$ cat config.mk
export PLATFORM = sky130hd
export DESIGN_NAME = bus_arbiter_flat
export DESIGN_NICKNAME = d
export VERILOG_FILES = /design/src/rtl/bus_arbiter_if.sv /design/src/rtl/bus_arbiter.sv /design/src/flat_wrapper.sv
export SDC_FILE = /design/constraint.sdc
export NUM_CORES = 1
export LEC_CHECK = 0
export CORE_AREA = 2 2 211 213
export CTS_CLUSTER_DIAMETER = 40
export DETAILED_ROUTE_END_ITERATION = 10
export DIE_AREA = 0 0 213 215
export SLEW_MARGIN = 20
export SYNTH_ARGS = -nofsm -noshare
export SYNTH_HDL_FRONTEND = slang
export SYNTH_SLANG_ARGS = --single-unit
export TNS_END_PERCENT = 20
$ cat constraint.sdc
create_clock -name clock -period 17.7 [get_ports clock]
set_input_delay 1.77 -clock clock [delete_from_list [all_inputs] [get_ports clock]]
set_output_delay 1.77 -clock clock [all_outputs]
set_load 0.02 [all_outputs]
$ cat src/rtl/bus_arbiter_if.sv
// Handshake and memory-bus bundle between the two requesters, the arbiter and the memory controller.
// The master modport is the arbiter's view; slave is the requester/memory-controller side.
interface bus_arbiter_if #(
  parameter int DATA_W = 64,
  parameter int BE_W   = 8
);
  logic              inst_req;
  logic [DATA_W-1:0] inst_address;
  logic [DATA_W-1:0] inst_read_data;
  logic              inst_ack;

  logic              data_req;
  logic [DATA_W-1:0] data_address;
  logic [BE_W-1:0]   data_byte_write_enable;
  logic [DATA_W-1:0] data_write_data;
  logic [DATA_W-1:0] data_read_data;
  logic              data_ack;

  logic              mem_transfer_enable;
  logic [DATA_W-1:0] mem_address;
  logic [BE_W-1:0]   mem_byte_write_enable;
  logic [DATA_W-1:0] mem_write_data;
  logic [DATA_W-1:0] mem_read_data;
  logic              mem_transfer_busy;

  logic              bus_error;

  modport master (
    input  inst_req, inst_address, data_req, data_address, data_byte_write_enable,
           data_write_data, mem_read_data, mem_transfer_busy,
    output inst_read_data, inst_ack, data_read_data, data_ack, mem_transfer_enable,
           mem_address, mem_byte_write_enable, mem_write_data, bus_error
  );

  modport slave (
    output inst_req, inst_address, data_req, data_address, data_byte_write_enable,
           data_write_data, mem_read_data, mem_transfer_busy,
    input  inst_read_data, inst_ack, data_read_data, data_ack, mem_transfer_enable,
           mem_address, mem_byte_write_enable, mem_write_data, bus_error
  );
endinterface

$ cat src/rtl/bus_arbiter.sv
// Two-port (fetch/data) arbiter onto a single memory controller, one transfer in flight, with timeout.
// Define ROUND_ROBIN_EN for alternating tie-break; otherwise the data port always wins ties.
module bus_arbiter #(
  parameter int TIMEOUT_CYCLES = 1023
) (
  input logic          clock,
  input logic          reset,
  bus_arbiter_if.master bus
);
  localparam int DATA_W = 64;
  localparam int BE_W   = 8;

  typedef enum logic [1:0] {IDLE, ISSUE, WAIT, DONE} state_t;

  state_t            state_q, state_d;
  logic [15:0]       wait_cnt_q;
  logic              owner_data_q;
  logic              error_q;
  logic              grant_data;
  logic              any_req;
  logic              timeout;
  logic              mem_en;
  logic [DATA_W-1:0] addr_q;
  logic [BE_W-1:0]   be_q;
  logic [DATA_W-1:0] wdata_q;
  logic [DATA_W-1:0] rdata_q;

`ifdef ROUND_ROBIN_EN
  logic last_data_q;
`endif

  assign any_req = bus.inst_req | bus.data_req;

`ifdef ROUND_ROBIN_EN
  // On a tie the port that did not win last time goes first.
  assign grant_data = bus.data_req & (~bus.inst_req | ~last_data_q);
`else
  assign grant_data = bus.data_req;
`endif

  always_comb begin
    state_d = state_q;
    timeout = 1'b0;
    case (state_q)
      IDLE:  if (any_req) state_d = ISSUE;
      ISSUE: state_d = WAIT;
      WAIT: begin
        if (!bus.mem_transfer_busy) begin
          state_d = DONE;
        end else if (wait_cnt_q == 16'(TIMEOUT_CYCLES - 1)) begin
          state_d = DONE;
          timeout = 1'b1;
        end
      end
      DONE:  state_d = IDLE;
      default: state_d = IDLE;
    endcase
  end

  always_ff @(posedge clock or posedge reset) begin
    if (reset) begin
      state_q      <= IDLE;
      wait_cnt_q   <= '0;
      owner_data_q <= 1'b0;
      error_q      <= 1'b0;
`ifdef ROUND_ROBIN_EN
      last_data_q  <= 1'b1;
`endif
    end else begin
      state_q <= state_d;
      if (state_q == IDLE && any_req) begin
        owner_data_q <= grant_data;
`ifdef ROUND_ROBIN_EN
        last_data_q  <= grant_data;
`endif
      end
      if (state_q == WAIT && bus.mem_transfer_busy) wait_cnt_q <= wait_cnt_q + 16'd1;
      else                                          wait_cnt_q <= '0;
      if (timeout) error_q <= 1'b1;
    end
  end

  // Request fields and read data: outputs are gated by state, so these need no reset.
  always_ff @(posedge clock) begin
    if (state_q == IDLE && any_req) begin
      addr_q  <= grant_data ? bus.data_address : bus.inst_address;
      be_q    <= grant_data ? bus.data_byte_write_enable : '0;
      wdata_q <= grant_data ? bus.data_write_data : '0;
    end
    if (state_q == WAIT) rdata_q <= timeout ? '0 : bus.mem_read_data;
  end

  assign mem_en                    = (state_q == ISSUE) || (state_q == WAIT);
  assign bus.mem_transfer_enable   = mem_en;
  assign bus.mem_address           = mem_en ? addr_q  : '0;
  assign bus.mem_byte_write_enable = mem_en ? be_q    : '0;
  assign bus.mem_write_data        = mem_en ? wdata_q : '0;

  assign bus.inst_ack       = (state_q == DONE) && !owner_data_q;
  assign bus.data_ack       = (state_q == DONE) &&  owner_data_q;
  assign bus.inst_read_data = bus.inst_ack ? rdata_q : '0;
  assign bus.data_read_data = bus.data_ack ? rdata_q : '0;
  assign bus.bus_error      = error_q;
endmodule

$ cat src/flat_wrapper.sv
// flat-port wrapper written by rule: the top's interface ports become plain ports
module bus_arbiter_flat 
#(
  parameter int TIMEOUT_CYCLES = 1023
)
  (clock, reset, bus_inst_req, bus_inst_address, bus_data_req, bus_data_address, bus_data_byte_write_enable, bus_data_write_data, bus_mem_read_data, bus_mem_transfer_busy, bus_inst_read_data, bus_inst_ack, bus_data_read_data, bus_data_ack, bus_mem_transfer_enable, bus_mem_address, bus_mem_byte_write_enable, bus_mem_write_data, bus_bus_error);
  bus_arbiter_if bus_i ();
  input logic clock;
  input logic reset;
  input wire logic [$bits(bus_i.inst_req)-1:0] bus_inst_req;
  input wire logic [$bits(bus_i.inst_address)-1:0] bus_inst_address;
  input wire logic [$bits(bus_i.data_req)-1:0] bus_data_req;
  input wire logic [$bits(bus_i.data_address)-1:0] bus_data_address;
  input wire logic [$bits(bus_i.data_byte_write_enable)-1:0] bus_data_byte_write_enable;
  input wire logic [$bits(bus_i.data_write_data)-1:0] bus_data_write_data;
  input wire logic [$bits(bus_i.mem_read_data)-1:0] bus_mem_read_data;
  input wire logic [$bits(bus_i.mem_transfer_busy)-1:0] bus_mem_transfer_busy;
  output wire logic [$bits(bus_i.inst_read_data)-1:0] bus_inst_read_data;
  output wire logic [$bits(bus_i.inst_ack)-1:0] bus_inst_ack;
  output wire logic [$bits(bus_i.data_read_data)-1:0] bus_data_read_data;
  output wire logic [$bits(bus_i.data_ack)-1:0] bus_data_ack;
  output wire logic [$bits(bus_i.mem_transfer_enable)-1:0] bus_mem_transfer_enable;
  output wire logic [$bits(bus_i.mem_address)-1:0] bus_mem_address;
  output wire logic [$bits(bus_i.mem_byte_write_enable)-1:0] bus_mem_byte_write_enable;
  output wire logic [$bits(bus_i.mem_write_data)-1:0] bus_mem_write_data;
  output wire logic [$bits(bus_i.bus_error)-1:0] bus_bus_error;
  assign bus_i.inst_req = bus_inst_req;
  assign bus_i.inst_address = bus_inst_address;
  assign bus_i.data_req = bus_data_req;
  assign bus_i.data_address = bus_data_address;
  assign bus_i.data_byte_write_enable = bus_data_byte_write_enable;
  assign bus_i.data_write_data = bus_data_write_data;
  assign bus_i.mem_read_data = bus_mem_read_data;
  assign bus_i.mem_transfer_busy = bus_mem_transfer_busy;
  assign bus_inst_read_data = bus_i.inst_read_data;
  assign bus_inst_ack = bus_i.inst_ack;
  assign bus_data_read_data = bus_i.data_read_data;
  assign bus_data_ack = bus_i.data_ack;
  assign bus_mem_transfer_enable = bus_i.mem_transfer_enable;
  assign bus_mem_address = bus_i.mem_address;
  assign bus_mem_byte_write_enable = bus_i.mem_byte_write_enable;
  assign bus_mem_write_data = bus_i.mem_write_data;
  assign bus_bus_error = bus_i.bus_error;
  bus_arbiter #(.TIMEOUT_CYCLES(TIMEOUT_CYCLES)) u_core (.clock(clock), .reset(reset), .bus(bus_i));
endmodule
* Word-level counts from Yosys, hierarchy flattened *
Index checks and enable logic that the tools add are counted.

word-level totals
  flip-flop bits (word level) = 220
  input bits = 269

operators by class
  add/subtract/negate cells = 1
  eq/ne operators = 6
  mux-type cells = 14
  bitwise logic cells = 1
  reductions and logical operators = 8

operator list
  cell                   count
  $mux 64                5
  $add 16x1->16 const B  1
  $eq 16x10->1 const B   1
  $mux 16                1
  $mux 8                 1
  $pmux 2 s4             1
  $mux 2                 3
  $eq 2x2->1 const B     2
  $logic_and 1x1->1      4
  $mux 1                 3
  $ne 3x2->1 const B     1
  $eq 2x1->1 const B     1
  $logic_not 2->1        1
  $ne 2x1->1 const B     1
  $reduce_and 2->1       1
  $logic_not 1->1        1
  $logic_or 1x1->1       1
  $or 1x1->1             1

* Logic depth before layout (Yosys ltp) *
  word-level depth = 4
  mapped depth = 8
  gate-level depth less buffers = 6

* Least setup slack after synthesis *
OpenSTA, ideal clock, no wires.

  kind = input port to flip-flop
  start = input port bus_data_req
  end = register u_core.addr_q[0] (enable)
  library setup time = 647 ps
  arrival = 7774 ps
  slack = 9279 ps
  cell stages on the path = 2
  buffers on the path = 0
  path through = nor2_1 > nor2b_1

between the ends
  longest elaborated chain between the ends = 2

RTL lines
  element                 line                RTL
  start: declaration      flat_wrapper.sv:12  input wire logic [$bits(bus_i.data_req)-1:0] bus_data_req;
  $or 1x1->1              bus_arbiter.sv:32   assign any_req = bus.inst_req | bus.data_req;
  $logic_and 1x1->1       bus_arbiter.sv:85   if (state_q == IDLE && any_req) begin
  end signal: assignment  bus_arbiter.sv:86   addr_q <= grant_data ? bus.data_address : bus.inst_address;
  end: declaration        bus_arbiter.sv:23   logic [DATA_W-1:0] addr_q;

Every way passes these cells.
A chain may end at the register's enable or synchronous reset.

* Worst setup path after layout *
  start = register u_core.state_q[1]
  end = output port bus_inst_read_data[2]

between the ends
  longest elaborated chain between the ends = 3

RTL lines
  element                   line                RTL
  start: declaration        bus_arbiter.sv:15   state_t state_q, state_d;
  start signal: assignment  bus_arbiter.sv:70   state_q <= state_d;
  $eq 2x2->1                bus_arbiter.sv:99   assign bus.inst_ack = (state_q == DONE) && !owner_data_q;
  $logic_and 1x1->1         bus_arbiter.sv:99
  $mux 64                   bus_arbiter.sv:101  assign bus.inst_read_data = bus.inst_ack ? rdata_q : '0;
  end: declaration          flat_wrapper.sv:18  output wire logic [$bits(bus_i.inst_read_data)-1:0] bus_inst_read_data;

Every way passes these cells.

==> impl_metrics.yaml <==
worst_hold_path:
  hp-start: "u_core.bus.bus_error$_DFFE_PP0P_"
  hold_end: "u_core.bus.bus_error$_DFFE_PP0P_"
  hold_depth: 1
  hold_class: "flip-flop to flip-flop"
clock_network:
  cts_tree: "yes"
  cts_root_buf: "clkbuf_16"
  cts_resized: 0
  numCtsBuffers: 44
  cts.sinks: 220
  holdBufCountCts: 0
  clk_path_buf_depth: 3
  cts.clk_slew.worst_paths_ns: 0.05
  postCtsSetupBuffers: 0
  worstSkewPairLatency_ns: 0.55
  htree_levels: 2
floorplanning:
  start_util_pct: 24.11
  die_w_um: 213
  core_area_um2: 43640
  fp.dieH_um: 215
  placementRows: 77
  io_pins: 537
  die_area_um2: 45800
timing:
  worst_slew_pin_slew_ns: 0.9936
  max_freq_mhz: 184.9
  drv_slew: 0
  slew_headroom_pct: 33.62
  tns_ns: 0
  fin_skew_ns: 0.02233
  setup_viol: 0
  finalCriticalPeriod_ns: 5.408
  hold_viol: 0
  min_period_over_period_pct: 30.55
  rsz0062_at_grt: "false"
detailed_routing:
  initialDrtViolationCount: 289
  vias: 8181
  wl_per_cell_um: 18.54
  drt_wl_total_um: 36720
  vias_per_cell: 4.132
  post-route-drc-count: 0
  drt-pass1-iter-count: 5
  postRouteAntennaNets: 0
worst_setup_path:
  cp-start-kind: "flip-flop"
  ff2ff_path_depth: 6
  reg2reg_from: "u_core.state_q[0]$_DFFE_PP0P_"
  cpMaxStageDelayCell: "nor2b_4"
  path_class: "flip-flop to output pin"
  r2r_end: "u_core.rdata_q[37]$_SDFFCE_PP0N_"
  cpPeakStageDelay_ns: 0.95
  r2r_setup_slack_ns: 14.47
  crit_path_end_kind: "output pin"
  cp_top_family: "simple AND/OR/NAND/NOR gates"
  worstPathCellList: "ha_2 > nor2b_4 > and2_1 > clkdlybuf4s50_1"
  cp_max_fo: 66
  arrival_ns: 3.64
  required_ns: 15.93
  critPathBufInv: 1
placement:
  gp_congestion: 0.8086
  io_buffers: 536
  hpwlAfterDp_um: 27940
grt:
  grt_pass1_vias: 8604
  grt_first_pass_wirelength_um: 52880
  overflow: 0
  met2_usage_pct: 30.10
  met3_usage_pct: 4.735
  grtUsageTotal_pct: 15.72
  antenna_found_initial: 7
  busiest_layer: "met2"
  grt.met1_usage_pct: 15.77
  grt_start_max_net_pins: 137
run:
  drv_cap: 0
pwr:
  vdd_drop_max_uv: 144.7
  cellLeakagePower_uw: 0.006674
  power_density_nw_per_um2: 170.1
yosys:
  yosys_register_bits: 220
  seq_area_frac_synth_pct: 61.82
  netlist_top_cells_area: "edfxtp_1, and2_1, mux2_2"
  synth_edf_count: 200
  syn_nets: 1097
  async_reset_ff_share_pct: 9.091
  yosysUniqueCellTypes: 36
  synth_ff_type: "edfxtp_1"
  yosysWarnings: 0
  synth_top_area_share_pct: 57.07
  synth_area_um2: 10520
  avgSynthCellArea_um2: 12.79
  synth_top_area_cell: "edfxtp_1"
  synthCells: 823
cells_and_area:
  final_nets: 1626
  seq_area_um2: 6506
  area_growth_pct: 71.10
  drive_above_1_share_pct: 11.32
  utilization_pct: 41.26
  multi_input_area_um2: 3796
  fillCellCount: 4249
outcome:
  status: "completed"
[cell type report]
class / instances / area share, %
Antenna cell: 1 / 0.01390
Inverter: 4 / 0.08339
Clock inverter: 32 / 2.022
Sequential cell: 220 / 36.13
Multi-Input combinational cell: 540 / 21.08
Timing Repair Buffer: 542 / 30.21
Tap cell: 592 / 4.114
Clock buffer: 49 / 6.337
[layout by cell type, fill, tap and decap left out, types with 4 or more instances in the layout]
master / netlist / final
a21oi_1: 4 / 4
and2_1: 273 / 273
and3_1: 66 / 66
buf_4: 5 / 5
bufinv_16: 0 / 6
clkbuf_1: 46 / 4
clkbuf_16: 0 / 45
clkdlybuf4s50_1: 0 / 535
clkinv_2: 0 / 6
clkinv_4: 0 / 7
clkinvlp_4: 0 / 5
dfrtp_1: 20 / 20
edfxtp_1: 200 / 200
inv_1: 4 / 4
inv_6: 0 / 5
mux2_2: 65 / 65
nand2_1: 6 / 6
nand3_1: 6 / 6
nor2_1: 16 / 15
nor2b_1: 66 / 64
xnor2_1: 4 / 4
xor2_1: 7 / 7
[report_power, final]
group | switching (uW) | total, uW | internal [uW]
Sequential | 53.3 | 805 | 751
Combinational | 774 | 1420 | 644
Clock | 284 | 839 | 555
Total | 1110 | 3060 | 1950
[cells by family after synthesis]
family	Yosys count	synth area share, %
muxes	65	6.955
DFF	220	61.82
xor gates and xnor gates	11	0.9154
AOI/OAI and AO/OA	10	0.6539
buffers and inverters	63	2.580
adders and majority gates	5	0.5945
and+or+nand+nor	449	26.48
[sequential cells by signal (all words and copies together), names as in the netlist]
name                  flops
u_core.addr_q            64
u_core.rdata_q           64
u_core.wdata_q           64
u_core.wait_cnt_q        16
u_core.be_q               8
u_core.state_q            2
u_core.bus.bus_error      1
u_core.owner_data_q       1
[through the flow]
| step | std cells | hold slack, ns | instance area, um2 | power, uW | worst slack, ns |
|---|---|---|---|---|---|
| after floorplan | 823 | 0.4739 | 10520 | 1515 | 9.279 |
| after global placement | 1897 | 0.4480 | 16470 | 2247 | 13.06 |
| after detailed placement | 1898 | 0.4583 | 16500 | 2264 | 12.85 |
| after CTS | 1979 | 0.4707 | 18000 | 3125 | 12.24 |
| after global routing | 1980 | 0.5125 | 18010 | 3219 | 11.95 |
| final | 1980 | 0.4632 | 18010 | 3063 | 12.29 |
[routing by layer]
metal / vias to the layer above / share of wire, % / routed length (um)
li1: 3902 / - / -
met1: 3792 / 35 / 12940
met2: 412 / 53 / 19490
met3: 71 / 8.8 / 3245
met4: 4 / 2.8 / 1025
met5: - / 0.063 / 23
[synth_stat cells (3+ instances only)]
library cell,n
a21oi_1,4
and4_1,3
nand3_1,6
buf_2,7
xor2_1,7
nor2_1,16
and2_1,273
ha_1,5
nand2_1,6
dfrtp_1,20
nor2b_1,66
xnor2_1,4
nand4_1,3
inv_1,4
and3_1,66
mux2_2,65
buf_4,5
edfxtp_1,200
clkbuf_1,46
[worst reg2reg max path, stage by stage (launching register included)]
cell     delay [ns]
dfrtp_1        0.40
inv_1          0.17
ha_4           0.75
nand2_1        0.67
nor2_4         0.23
buf_4          0.55
nor2b_1        0.17
[how the worst max path moves through the flow]
stage / from / to / depth (start not counted)
2_1_floorplan: bus_data_req / u_core.addr_q[0]$_DFFE_PP_ / 2
3_3_place_gp: u_core.state_q[1]$_DFFE_PP0P_ / bus_inst_read_data[25] / 4
3_5_place_dp: u_core.state_q[1]$_DFFE_PP0P_ / bus_inst_read_data[2] / 4
4_1_cts: u_core.state_q[1]$_DFFE_PP0P_ / bus_inst_read_data[2] / 4
5_1_grt: u_core.state_q[1]$_DFFE_PP0P_ / bus_inst_read_data[2] / 4
6_report: u_core.state_q[1]$_DFFE_PP0P_ / bus_inst_read_data[2] / 4
(Power assumes the default switching activity.)
